$ cat src/rtl/lcd_responder_pkg.sv
// Shared definitions for the LCD bus responder: state encoding, HD44780-style
// command constants and default timing.
package lcd_responder_pkg;

  typedef enum logic [1:0] {
    IDLE   = 2'd0,
    STROBE = 2'd1,
    BUSY   = 2'd2
  } state_t;

  localparam logic [7:0] CMD_CLEAR      = 8'h01;
  localparam logic [7:0] CMD_HOME       = 8'h02;
  localparam logic [7:0] CMD_DDRAM_MASK = 8'h80;
  localparam logic [7:0] CHAR_BLANK     = 8'h20;

  localparam int DEF_T_CLEAR  = 100000;
  localparam int DEF_T_CHAR   = 2500;
  localparam int DEF_T_MIN_EN = 10;
  localparam int BUSY_W       = 20;

endpackage

$ cat src/rtl/lcd_responder_ddram.sv
// 16x8 display buffer: one synchronous write port with clear-to-blank,
// one asynchronous read port.
module lcd_ddram
  import lcd_responder_pkg::*;
(
  input  logic       clk,
  input  logic       rst_n,
  input  logic       we,
  input  logic       clr_all,
  input  logic [3:0] waddr,
  input  logic [7:0] wdata,
  input  logic [3:0] raddr,
  output logic [7:0] rdata
);

  logic [7:0] mem [16];

  always_ff @(posedge clk or negedge rst_n) begin
    if (!rst_n) begin
      for (int i = 0; i < 16; i++) mem[i] <= CHAR_BLANK;
    end else if (clr_all) begin
      for (int i = 0; i < 16; i++) mem[i] <= CHAR_BLANK;
    end else if (we) begin
      mem[waddr] <= wdata;
    end
  end

  assign rdata = mem[raddr];

endmodule

$ cat src/rtl/lcd_responder.sv
// Behavioural model of a character LCD controller seen from its bus side:
// validates enable strobes, executes writes and reports busy/read-back status.
//
//   state  | meaning
//   IDLE   | no strobe in progress, not busy
//   STROBE | lcd_en high, capturing rs/rw/data each cycle
//   BUSY   | executing the last accepted write, counter running
module lcd_responder
  import lcd_responder_pkg::*;
#(
  parameter int T_CLEAR  = DEF_T_CLEAR,
  parameter int T_CHAR   = DEF_T_CHAR,
  parameter int T_MIN_EN = DEF_T_MIN_EN
) (
  input  logic       clk,
  input  logic       rst_n,
  input  logic       lcd_rs,
  input  logic       lcd_rw,
  input  logic       lcd_en,
  input  logic [7:0] lcd_data,
  output logic [7:0] lcd_data_out,
  output logic       busy,
  output logic [3:0] addr,
  input  logic [3:0] rd_addr,
  output logic [7:0] rd_char,
  output logic       cmd_valid,
  output logic       data_valid,
  output logic [7:0] last_byte,
  output logic       proto_err
);

  localparam int EN_W = $clog2(T_MIN_EN + 1);
  localparam logic [EN_W-1:0] EN_MIN = EN_W'(T_MIN_EN);

  state_t            state, state_nxt;
  logic [EN_W-1:0]   en_cnt;
  logic [BUSY_W-1:0] busy_cnt;
  logic              cap_rs, cap_rw;
  logic [7:0]        cap_data;
  logic              discard;

  logic start, fall, commit, too_short, wr;
  logic is_clear, is_home, is_ddram, ddram_we;

  always_ff @(posedge clk or negedge rst_n) begin
    if (!rst_n) state <= IDLE;
    else        state <= state_nxt;
  end

  always_comb begin
    state_nxt = state;
    start     = 1'b0;
    fall      = 1'b0;
    case (state)
      IDLE: begin
        if (lcd_en) begin
          state_nxt = STROBE;
          start     = 1'b1;
        end
      end
      STROBE: begin
        if (!lcd_en) begin
          fall = 1'b1;
          // A write commit always lands in BUSY; otherwise follow the counter.
          if ((!discard && en_cnt >= EN_MIN && !cap_rw) || busy_cnt > BUSY_W'(1))
            state_nxt = BUSY;
          else
            state_nxt = IDLE;
        end
      end
      BUSY: begin
        if (lcd_en) begin
          state_nxt = STROBE;
          start     = 1'b1;
        end else if (busy_cnt <= BUSY_W'(1)) begin
          state_nxt = IDLE;
        end
      end
      default: state_nxt = IDLE;
    endcase
  end

  always_comb begin
    commit    = fall && !discard && (en_cnt >= EN_MIN);
    too_short = fall && (en_cnt < EN_MIN);
    wr        = commit && !cap_rw;
    is_clear  = wr && !cap_rs && (cap_data == CMD_CLEAR);
    is_home   = wr && !cap_rs && ((cap_data & 8'hFE) == CMD_HOME);
    is_ddram  = wr && !cap_rs && ((cap_data & CMD_DDRAM_MASK) != 8'h00);
    ddram_we  = wr && cap_rs;
  end

  always_ff @(posedge clk or negedge rst_n) begin
    if (!rst_n) begin
      en_cnt   <= '0;
      cap_rs   <= 1'b0;
      cap_rw   <= 1'b0;
      cap_data <= 8'h00;
      discard  <= 1'b0;
    end else begin
      if (lcd_en) begin
        cap_rs   <= lcd_rs;
        cap_rw   <= lcd_rw;
        cap_data <= lcd_data;
      end
      if (start) begin
        en_cnt  <= EN_W'(1);
        discard <= busy;
      end else if (state == STROBE && lcd_en && en_cnt < EN_MIN) begin
        en_cnt <= en_cnt + EN_W'(1);
      end
    end
  end

  always_ff @(posedge clk or negedge rst_n) begin
    if (!rst_n) begin
      busy_cnt   <= '0;
      addr       <= 4'd0;
      cmd_valid  <= 1'b0;
      data_valid <= 1'b0;
      last_byte  <= 8'h00;
      proto_err  <= 1'b0;
    end else begin
      cmd_valid  <= wr && !cap_rs;
      data_valid <= wr && cap_rs;
      if (wr) last_byte <= cap_data;
      if ((start && busy) || too_short) proto_err <= 1'b1;

      if (wr)                    busy_cnt <= is_clear ? BUSY_W'(T_CLEAR) : BUSY_W'(T_CHAR);
      else if (busy_cnt != '0)   busy_cnt <= busy_cnt - BUSY_W'(1);

      if (ddram_we)                 addr <= addr + 4'd1;
      else if (is_clear || is_home) addr <= 4'd0;
      else if (is_ddram)            addr <= cap_data[3:0];
    end
  end

  assign busy         = (busy_cnt != '0);
  assign lcd_data_out = (lcd_rw && lcd_en) ? {busy, 3'b000, addr} : 8'h00;

  lcd_ddram u_ddram (
    .clk     (clk),
    .rst_n   (rst_n),
    .we      (ddram_we),
    .clr_all (is_clear),
    .waddr   (addr),
    .wdata   (cap_data),
    .raddr   (rd_addr),
    .rdata   (rd_char)
  );

endmodule

$ cat config.mk
export PLATFORM = sky130hd
export DESIGN_NAME = lcd_responder
export DESIGN_NICKNAME = d
export VERILOG_FILES = /design/src/rtl/lcd_responder_pkg.sv /design/src/rtl/lcd_responder_ddram.sv /design/src/rtl/lcd_responder.sv
export SDC_FILE = /design/constraint.sdc
export NUM_CORES = 1
export LEC_CHECK = 0
export BUFFER_PORTS_ARGS = -buffer_cell sky130_fd_sc_hd__buf_2
export CAP_MARGIN = 20
export CORE_ASPECT_RATIO = 1.4
export CORE_MARGIN = 10
export CORE_UTILIZATION = 55
export CTS_CLUSTER_SIZE = 16
export DETAILED_ROUTE_END_ITERATION = 12
export PLACE_DENSITY = 0.76
export SYNTH_ARGS = -nofsm -noshare
export SYNTH_HDL_FRONTEND = slang
export SYNTH_SLANG_ARGS = --single-unit
$ cat constraint.sdc
create_clock -name clk -period 2.05 [get_ports clk]
set_input_delay 0.205 -clock clk [delete_from_list [all_inputs] [get_ports clk]]
set_output_delay 0.205 -clock clk [all_outputs]
set_load 0.02 [all_outputs]
==> out/metrics.cfg, run 1 <==
[pwr]
power.density_nw_per_um2=788
ir_drop_v=0.000554
seqPwrFrac=0.460
p_total_mw=8.66
p_int_mw=6.29
p_sw_frac=0.274
pwr-share-clk=0.389
p_leak_nw=5.00
switchingPower_mw=2.37
combPwrFrac=0.151

[grt]
grt_start_max_net_pins=56
antenna_found_initial=0
grt-ovfl-total=0
grt_pass1_vias=7046
grt_pass1_wl_um=39500
grt_usage=0.232

[worst_setup_path]
path_class=reg2out
timing.rr.start=addr[0]
r2r-end=u_ddram.mem[74]
reg2regPathDepth=7
r2r_setup_slack_ns=-0.07
worstPathRequired_ns=1.85
arrival_ns=2.08
crit_path_max_fanout=2
endpoint=rd_char[3]
cp-end-kind=output port
start_kind=flip-flop
crit_start=u_ddram.mem[91]

[cts]
htree_levels=4
clock-sinks=180
clock_path_buffers=2
clock-root-buffer=clkbuf_16
cts_tree=built
cts_buffers=17
clock_latency_ns=0.43
clk_pin_slew_ns=0.07

[routing]
wl_per_cell_um=26.0
num_vias=6991
drt_iter0_markers=822
viasPerCell=6.77
drtPass1Iterations=5
post-route-drc-count=0
postRouteAntennaNets=0
wirelength_um=26800

[synthesis]
synth_flop_cell=dfrtp_1
synth_xor_xnor_area_share=0.0162
synth_top_area_share=0.476
synth-simple-area-share=0.128
yosys_warnings=0
ys_seq_area_frac=0.525
synthArstFlopShare=1.00
synthMuxAreaShare=0.119
synth.avg_cell_area_um2=12.5
synth_compound_gate_area_share=0.170
synth_cell_types=58
synth-seq-cells=180
synth_top_family_by_area=compound AO/OA/AOI/OAI gates
yosys-top-cells-area=dfrtp_1 48%, a22o_1 11%, mux4_2 10%
syn_area_um2=8630
yosys.area_share.adder=0.0131
synth_edf_count=0
yosysTopAreaCell=dfrtp_1
synthCells=689

[die]
ioPinCount=49
die_area_um2=21200
die_h_um=168
num_rows=54
core_um2=15500
die_w_um=126
start_util=0.557

[sta]
slew_violations=0
hold_ws_ns=0.0135
fmax_mhz=437
rsz0062_at_grt=true
fin_tns_setup_ns=-1.93
skew_ns=0.0192
finalHoldViolCount=0
relSlewSlack=0.541
tightest_slew_ns=0.687
worst_slack_ns=-0.238
final.min_clock_period_ns=2.29
period_share=1.12
setup_violations=24

[cells_and_area]
drive_above_1_share=0.402
insertedDiodeCount=0
nets=849
postLayoutCoreUtil=0.710
area_delta_synth_final_pct=27.3

[placement]
gp_congestion=0.917
dp_hpwl_um=16100
place.port_buffers=45

[run]
cap_violations=0

[run_status]
outcome=finished, violations left
violations=setup timing

[min_path]
hp-class=in2reg
min_from=lcd_data[6]

## layout by cell type, fill, tap and decap left out, types with 5 or more instances in the layout
cell,netlist,layout
a21oi_1,17,16
a22o_1,109,109
and3_1,12,9
buf_12,0,10
buf_2,11,34
buf_4,4,85
buf_6,3,25
clkbuf_16,0,18
dfrtp_1,164,163
dfstp_2,16,16
ha_1,9,8
inv_1,6,5
mux2_2,10,10
mux4_2,40,40
nand2_1,54,52
nand2b_1,7,7
nand3_1,10,9
nor2_1,48,42
nor2_2,5,5
nor2_4,1,7
nor3_1,9,5
nor3_2,16,7
nor3_4,0,13
o21ai_0,8,7
o21ai_2,15,15
xnor2_1,12,12
## sequential cells by signal, summed over array words and instances, names as in the netlist, 2 cells and up
register,cells
u_ddram.mem,128
busy_cnt,20
cap_data,8
last_byte,8
addr,4
en_cnt,4
state,2
## cells by family after synthesis
kind of cell               Yosys count
buffers and inverters               54
DFF                                180
and+or+nand+nor                    197
muxes                               51
adders and majority gates            9
xor gates and xnor gates            16
AOI/OAI and AO/OA                  181
other                                1
## Yosys cell counts, drive strengths merged (10+ instances only)
library cell,count
a31oi,10
xnor2,12
a21oi,17
nand2,54
o21ai,25
dfstp,16
nor2,54
dfrtp,164
a22o,109
nand3,11
clkbuf,25
nor3,25
buf,22
mux2,10
and3,12
mux4,40
## through the flow
stage,cell area [um^2],cells,setup WS [ns]
5_1_grt,11000,1032,-0.239
3_3_place_gp,9490,952,-0.110
3_5_place_dp,9490,952,-0.182
4_1_cts,10600,1012,-0.203
6_report,11000,1032,-0.238
2_1_floorplan,8630,691,0.0258
## area by class of cell
cell class	instances	area (um^2)
timing repair buffer	160	1390
clock buffer	24	482
clock inverter	8	121
sequential	180	4530
multi-input combinational	457	4200
tap	196	245
fill	945	4490
inverter	7	28.8
## routing by layer
layer | global-route usage | wire length [um] | up-vias
met5 | 0 | 0 | -
met4 | 0.137 | 1840 | 0
met3 | 0.0412 | 1850 | 122
met2 | 0.392 | 13700 | 419
met1 | 0.271 | 9480 | 3572
li1 | - | - | 2878
## critical path, cell delays in order, from the launching register on
cell,delay (ns)
dfrtp_1,0.43
mux4_2,0.56
mux4_2,0.51
buf_6,0.15
## worst min path at each step
stage	end	cells after the start
floorplan	addr[0]	0
global placement	last_byte[5]	1
detailed placement	last_byte[3]	1
CTS	cap_data[6]	2
global route	cap_data[4]	2
finish	cap_data[6]	2
## power groups by stage
stage                     Sequential, mW  Combinational, mW  Clock, mW
after floorplan                     4.01              0.644          0
after global placement              4.00               1.09          0
after detailed placement            4.01               1.12          0
after CTS                           3.95               1.20       3.38
after global routing                4.00               1.41       3.54
final                               3.98               1.31       3.37
## repair_timing
action / in CTS / in global routing
resized for setup: 68 / 47
hold endpoints to repair: 50 / 0
cloned: 1 / 1
setup endpoints to repair: 131 / 154
pin swaps: 14 / 24
hold buffers: 1 / 0
setup buffers: 30 / 29
Note: power is estimated with default switching activity, not from simulation.
==> inputs of run 2 (changes only) <==
--- a/config.mk
+++ b/config.mk
@@ -5,9 +5,9 @@
 export SDC_FILE = /design/constraint.sdc
 export NUM_CORES = 1
 export LEC_CHECK = 0
-export BUFFER_PORTS_ARGS = -buffer_cell sky130_fd_sc_hd__buf_2
+export BUFFER_PORTS_ARGS = -buffer_cell sky130_fd_sc_hd__buf_4
 export CAP_MARGIN = 20
-export CORE_ASPECT_RATIO = 1.4
+export CORE_ASPECT_RATIO = 1.2
 export CORE_MARGIN = 10
 export CORE_UTILIZATION = 55
 export CTS_CLUSTER_SIZE = 16
==> out/metrics.cfg, run 2 (synthesis gave the netlist of run 1 again) <==
[worst_setup_path]
arrival_ns=2.02  ; -0.06 ns
cp-end-kind=output port
start_kind=flip-flop
crit_path_max_fanout=2  ; unchanged
reg2regPathDepth=8  ; +1
timing.rr.start=cap_data[4]
path_class=reg2out
r2r_setup_slack_ns=-0.14  ; -0.07 ns
r2r-end=u_ddram.mem[60]
worstPathRequired_ns=1.85  ; about the same

[grt]
grt_pass1_vias=7053  ; +0.099%
grt_usage=0.234  ; +0.00175
grt_start_max_net_pins=53  ; -5.4%
grt-ovfl-total=0  ; unchanged
antenna_found_initial=0  ; unchanged
grt_pass1_wl_um=38800  ; -1.7%

[routing]
met3_wirelength_um=1890  ; +1.9%
drt_iter0_markers=733  ; -11%
wl_met1_um=9320  ; -1.7%
wirelength_um=25400  ; -5.2%
viasPerCell=6.54  ; -3.5%
postRouteAntennaNets=0  ; unchanged
wl_per_cell_um=24.3  ; -6.5%
drtPass1Iterations=5  ; unchanged
top_layer_used=met4
num_vias=6838  ; -2.2%
post-route-drc-count=0  ; unchanged
met2_length_um=12700  ; -7.4%

[placement]
dp_hpwl_um=16400  ; +1.9%
gp_congestion=0.926  ; +0.95%
dp_cells=978  ; +2.7%
place.port_buffers=45  ; unchanged

[min_path]
whs_path_depth=2  ; unchanged
holdPathEnd=cap_data[6]
hp-class=in2reg
min_from=lcd_data[6]

[cells_and_area]
nets=851  ; +0.24%
area_delta_synth_final_pct=27.3  ; about the same
layout_commonest_cell=dfrtp_1
top_regs=u_ddram.mem: 128 flops, busy_cnt: 20 flops
top_register=u_ddram.mem
mostFrequentLayoutCells=162 x dfrtp_1, 129 x buf_4, 109 x a22o_1
instances_no_fill=1046  ; +1.4%
postLayoutCoreUtil=0.708  ; -0.00219
drive_above_1_share=0.399  ; -0.00335
largest_register_ffs=128  ; unchanged
insertedDiodeCount=0  ; unchanged

[sta]
tightest_slew_ns=0.603  ; -0.0838 ns
rsz0062_at_grt=true
slew_violations=0  ; unchanged
setup_violations=51  ; +110%
worst_slack_ns=-0.178  ; +0.0600 ns
final.min_clock_period_ns=2.23  ; -0.0600 ns
period_share=1.09  ; -0.0293
finalHoldViolCount=0  ; unchanged
skew_ns=0.00568  ; -0.0135 ns
fmax_mhz=449  ; +2.7%
relSlewSlack=0.598  ; +0.0568
hold_ws_ns=0.00674  ; -0.00679 ns

[run_status]
outcome=finished, violations left
violations=setup timing

[pwr]
p_leak_nw=4.87  ; -2.6%
ir_drop_v=0.000650  ; +17%
power.density_nw_per_um2=788  ; about the same
p_total_mw=8.65  ; about the same

[die]
start_util=0.556  ; -0.00153
core_um2=15500  ; +0.28%
num_rows=50  ; -7.4%
die_w_um=134  ; +6.7%
die_h_um=157  ; -6.5%
die_area_um2=21100  ; -0.24%
ioPinCount=49  ; unchanged

[cts]
clock_latency_ns=0.44  ; about the same
htree_levels=4  ; unchanged
clk_pin_slew_ns=0.07  ; about the same
clock_path_buffers=2  ; unchanged
cts_buffers=17  ; unchanged
clock-sinks=180  ; unchanged
clock-root-buffer=clkbuf_16
cts_tree=built

[run]
cap_violations=0  ; unchanged

-- run 2: where the power goes --
part	total (mW)	switching [mW]	internal [mW]
clock	3.30	1.45	1.85
sequential	4.01	0.250	3.75
combinational	1.35	0.794	0.556
-- run 2: worst max path at each step --
| stage | from | to | slack [ns] | cells after the start |
|---|---|---|---|---|
| after global routing | u_ddram.mem[66] | rd_char[2] | -0.20 | 3 |
| final | u_ddram.mem[83] | rd_char[3] | -0.18 | 3 |
| after floorplan | en_cnt[0] | u_ddram.mem[120] | 0.03 | 8 |
| after global placement | en_cnt[0] | u_ddram.mem[4] | -0.03 | 8 |
| after CTS | u_ddram.mem[65] | rd_char[1] | -0.17 | 3 |
| after detailed placement | en_cnt[0] | u_ddram.mem[4] | -0.14 | 8 |
-- run 2: routing by layer --
layer	vias to the layer above	GRT usage
li1	2879	-
met1	3485	0.279
met2	379	0.385
met3	95	0.0450
met4	0	0.146
met5	-	0
-- run 2: area by class of cell --
| cell class | instances | area [um^2] |
|---|---|---|
| inverters | 7 | 31.3 |
| multi-input cells | 457 | 4120 |
| well taps | 208 | 260 |
| clock buffers | 19 | 443 |
| repair buffers | 162 | 1440 |
| flip-flops and latches | 180 | 4530 |
| clock inverters | 13 | 151 |
| fillers | 1042 | 4530 |
-- run 2: critical path, stage by stage, from the launching register on --
cell and delay (ns):
dfrtp_1 0.40, mux4_2 0.53, mux4_2 0.51, buf_6 0.15
-- run 2: repair_timing --
item	in CTS	in global routing
hold buffers	5	0
setup endpoints to repair	109	111
endpoints found under the hold margin	42	0
pin swaps	7	14
gates cloned	0	1
setup buffers	17	17
gates resized for setup	29	45
-- run 2: per-stage QoR --
step	area [um^2]	setup slack, ns	setup TNS [ns]
4_1_cts	10600	-0.173	-1.22
5_1_grt	11000	-0.203	-8.21
2_1_floorplan	8630	0.0258	0
3_5_place_dp	9740	-0.136	-2.98
3_3_place_gp	9740	-0.0308	-0.0453
6_report	11000	-0.178	-4.71
==> inputs of run 3 (changes only) <==
--- a/config.mk
+++ b/config.mk
@@ -12,6 +12,7 @@
 export CORE_UTILIZATION = 55
 export CTS_CLUSTER_SIZE = 16
 export DETAILED_ROUTE_END_ITERATION = 12
+export MAX_ROUTING_LAYER = met4
 export PLACE_DENSITY = 0.76
 export SYNTH_ARGS = -nofsm -noshare
 export SYNTH_HDL_FRONTEND = slang
==> out/metrics.cfg, run 3 (synthesis gave the netlist of run 1 again) <==
[worst_setup_path]
arrival_ns=2.03  ; about the same
r2r_setup_slack_ns=-0.15  ; about the same
path_class=reg2out
timing.rr.start=cap_data[4]
cp-end-kind=output port
worstPathRequired_ns=1.85  ; about the same
crit_path_max_fanout=2  ; unchanged
crit_start=u_ddram.mem[83]
start_kind=flip-flop

[grt]
grt-ovfl-total=0  ; unchanged
grt_start_max_net_pins=53  ; unchanged
grt_usage=0.241  ; +0.00679
grt_pass1_vias=7041  ; -0.17%
grt_pass1_wl_um=38800  ; unchanged
antenna_found_initial=0  ; unchanged

[cts]
clock-root-buffer=clkbuf_16
clock-sinks=180  ; unchanged
cts_buffers=17  ; unchanged
clk_pin_slew_ns=0.07  ; about the same
htree_levels=4  ; unchanged
clock_path_buffers=2  ; unchanged
cts_tree=built
clock_latency_ns=0.44  ; about the same

[routing]
wirelength_um=25400  ; about the same
drt_iter0_markers=800  ; +9.1%
drtPass1Iterations=7  ; +2
postRouteAntennaNets=0  ; unchanged
num_vias=6853  ; +0.22%
wl_per_cell_um=24.3  ; about the same
viasPerCell=6.55  ; +0.22%
post-route-drc-count=0  ; unchanged

[die]
die_h_um=157  ; unchanged
die_w_um=134  ; unchanged
die_area_um2=21100  ; unchanged
num_rows=50  ; unchanged
start_util=0.556  ; unchanged
core_um2=15500  ; unchanged
ioPinCount=49  ; unchanged

[cells_and_area]
insertedDiodeCount=0  ; unchanged
mostFrequentLayoutCells=162 x dfrtp_1, 129 x buf_4, 109 x a22o_1
postLayoutCoreUtil=0.708  ; unchanged
top_register=u_ddram.mem
largest_register_ffs=128  ; unchanged
instances_no_fill=1046  ; unchanged
nets=851  ; unchanged
stdcell_area_um2=11000  ; unchanged
top_regs=u_ddram.mem: 128 flops, busy_cnt: 20 flops
drive_above_1_share=0.399  ; unchanged
area_delta_synth_final_pct=27.3  ; unchanged
layout_commonest_cell=dfrtp_1

[sta]
final.min_clock_period_ns=2.23  ; +0.00376 ns
fmax_mhz=448  ; -0.17%
skew_ns=0.00607  ; +0.000390 ns
slew_violations=0  ; unchanged
worst_slack_ns=-0.182  ; -0.00376 ns
finalHoldViolCount=0  ; unchanged
rsz0062_at_grt=true
tightest_slew_ns=0.610  ; +0.00728 ns
setup_violations=53  ; +3.9%
relSlewSlack=0.593  ; -0.00486
hold_ws_ns=0.00636  ; -0.000380 ns
fin_tns_setup_ns=-5.02  ; -0.316 ns
period_share=1.09  ; +0.00183

[pwr]
seqPwrFrac=0.463  ; about the same
p_int_mw=6.16  ; about the same
power.density_nw_per_um2=788  ; about the same
ir_drop_v=0.000652  ; +0.32%
pwr-share-clk=0.381  ; about the same
p_total_mw=8.66  ; about the same
switchingPower_mw=2.50  ; +0.19%
p_sw_frac=0.289  ; +0.000391
p_leak_nw=4.87  ; unchanged
combPwrFrac=0.157  ; about the same

[placement]
pre_cts_slack_ns=-0.136  ; unchanged
dp_hpwl_um=16400  ; unchanged
place.port_buffers=45  ; unchanged
gp_congestion=0.940  ; +1.6%
post_dp_cell_area_um2=9740  ; unchanged
dp_cells=978  ; unchanged

[run_status]
violations=setup timing
outcome=finished, violations left

[min_path]
min_from=lcd_data[1]
hp-class=in2reg

[run]
cap_violations=0  ; unchanged

## run 3: cell counts in the layout (fill, tap and decap cells not counted)
Identical to the previous run, type by type.
## run 3: layout make-up
class                   instances  area (um^2)
fillers                      1042         4530
clock buffers                  19          443
well taps                     208          260
flip-flops and latches        180         4530
inverters                       7         31.3
clock inverters                13          151
repair buffers                162         1440
multi-input cells             457         4120
## run 3: worst max-delay path, stage by stage, from the launching register on
cell and delay, ns:
dfrtp_1 0.40, mux4_2 0.53, mux4_2 0.50, buf_6 0.15
## run 3: power by group through the flow
| stage | clock, mW | combinational (mW) | sequential (mW) |
|---|---|---|---|
| after floorplan | 0 | 0.644 | 4.01 |
| after global placement | 0 | 1.09 | 4.00 |
| after detailed placement | 0 | 1.15 | 4.01 |
| after CTS | 3.30 | 1.21 | 3.96 |
| after global routing | 3.46 | 1.46 | 4.03 |
| final | 3.29 | 1.36 | 4.01 |
## run 3: routing by layer
metal	wire length [um]	GRT usage
met5	0	-
met4	1490	0.147
met3	1730	0.0427
met2	12700	0.384
met1	9560	0.281
## run 3: repair_timing
action                                 4_1_cts  5_1_grt
gates resized for setup                     29       45
gates cloned                                 0        1
setup endpoints to repair                  109      111
endpoints found under the hold margin       42        0
hold buffers                                 5        0
setup buffers                               17       17
pin swaps                                    7       13
## run 3: worst paths after layout
path | end | depth (start not counted)
max | rd_char[3] | 3
min | cap_data[1] | 2
max reg2reg | u_ddram.mem[60] | 8
min reg2reg | last_byte[0] | 2
max in group asynchronous | u_ddram.mem[13] | 3
min in group asynchronous | u_ddram.mem[87] | 2
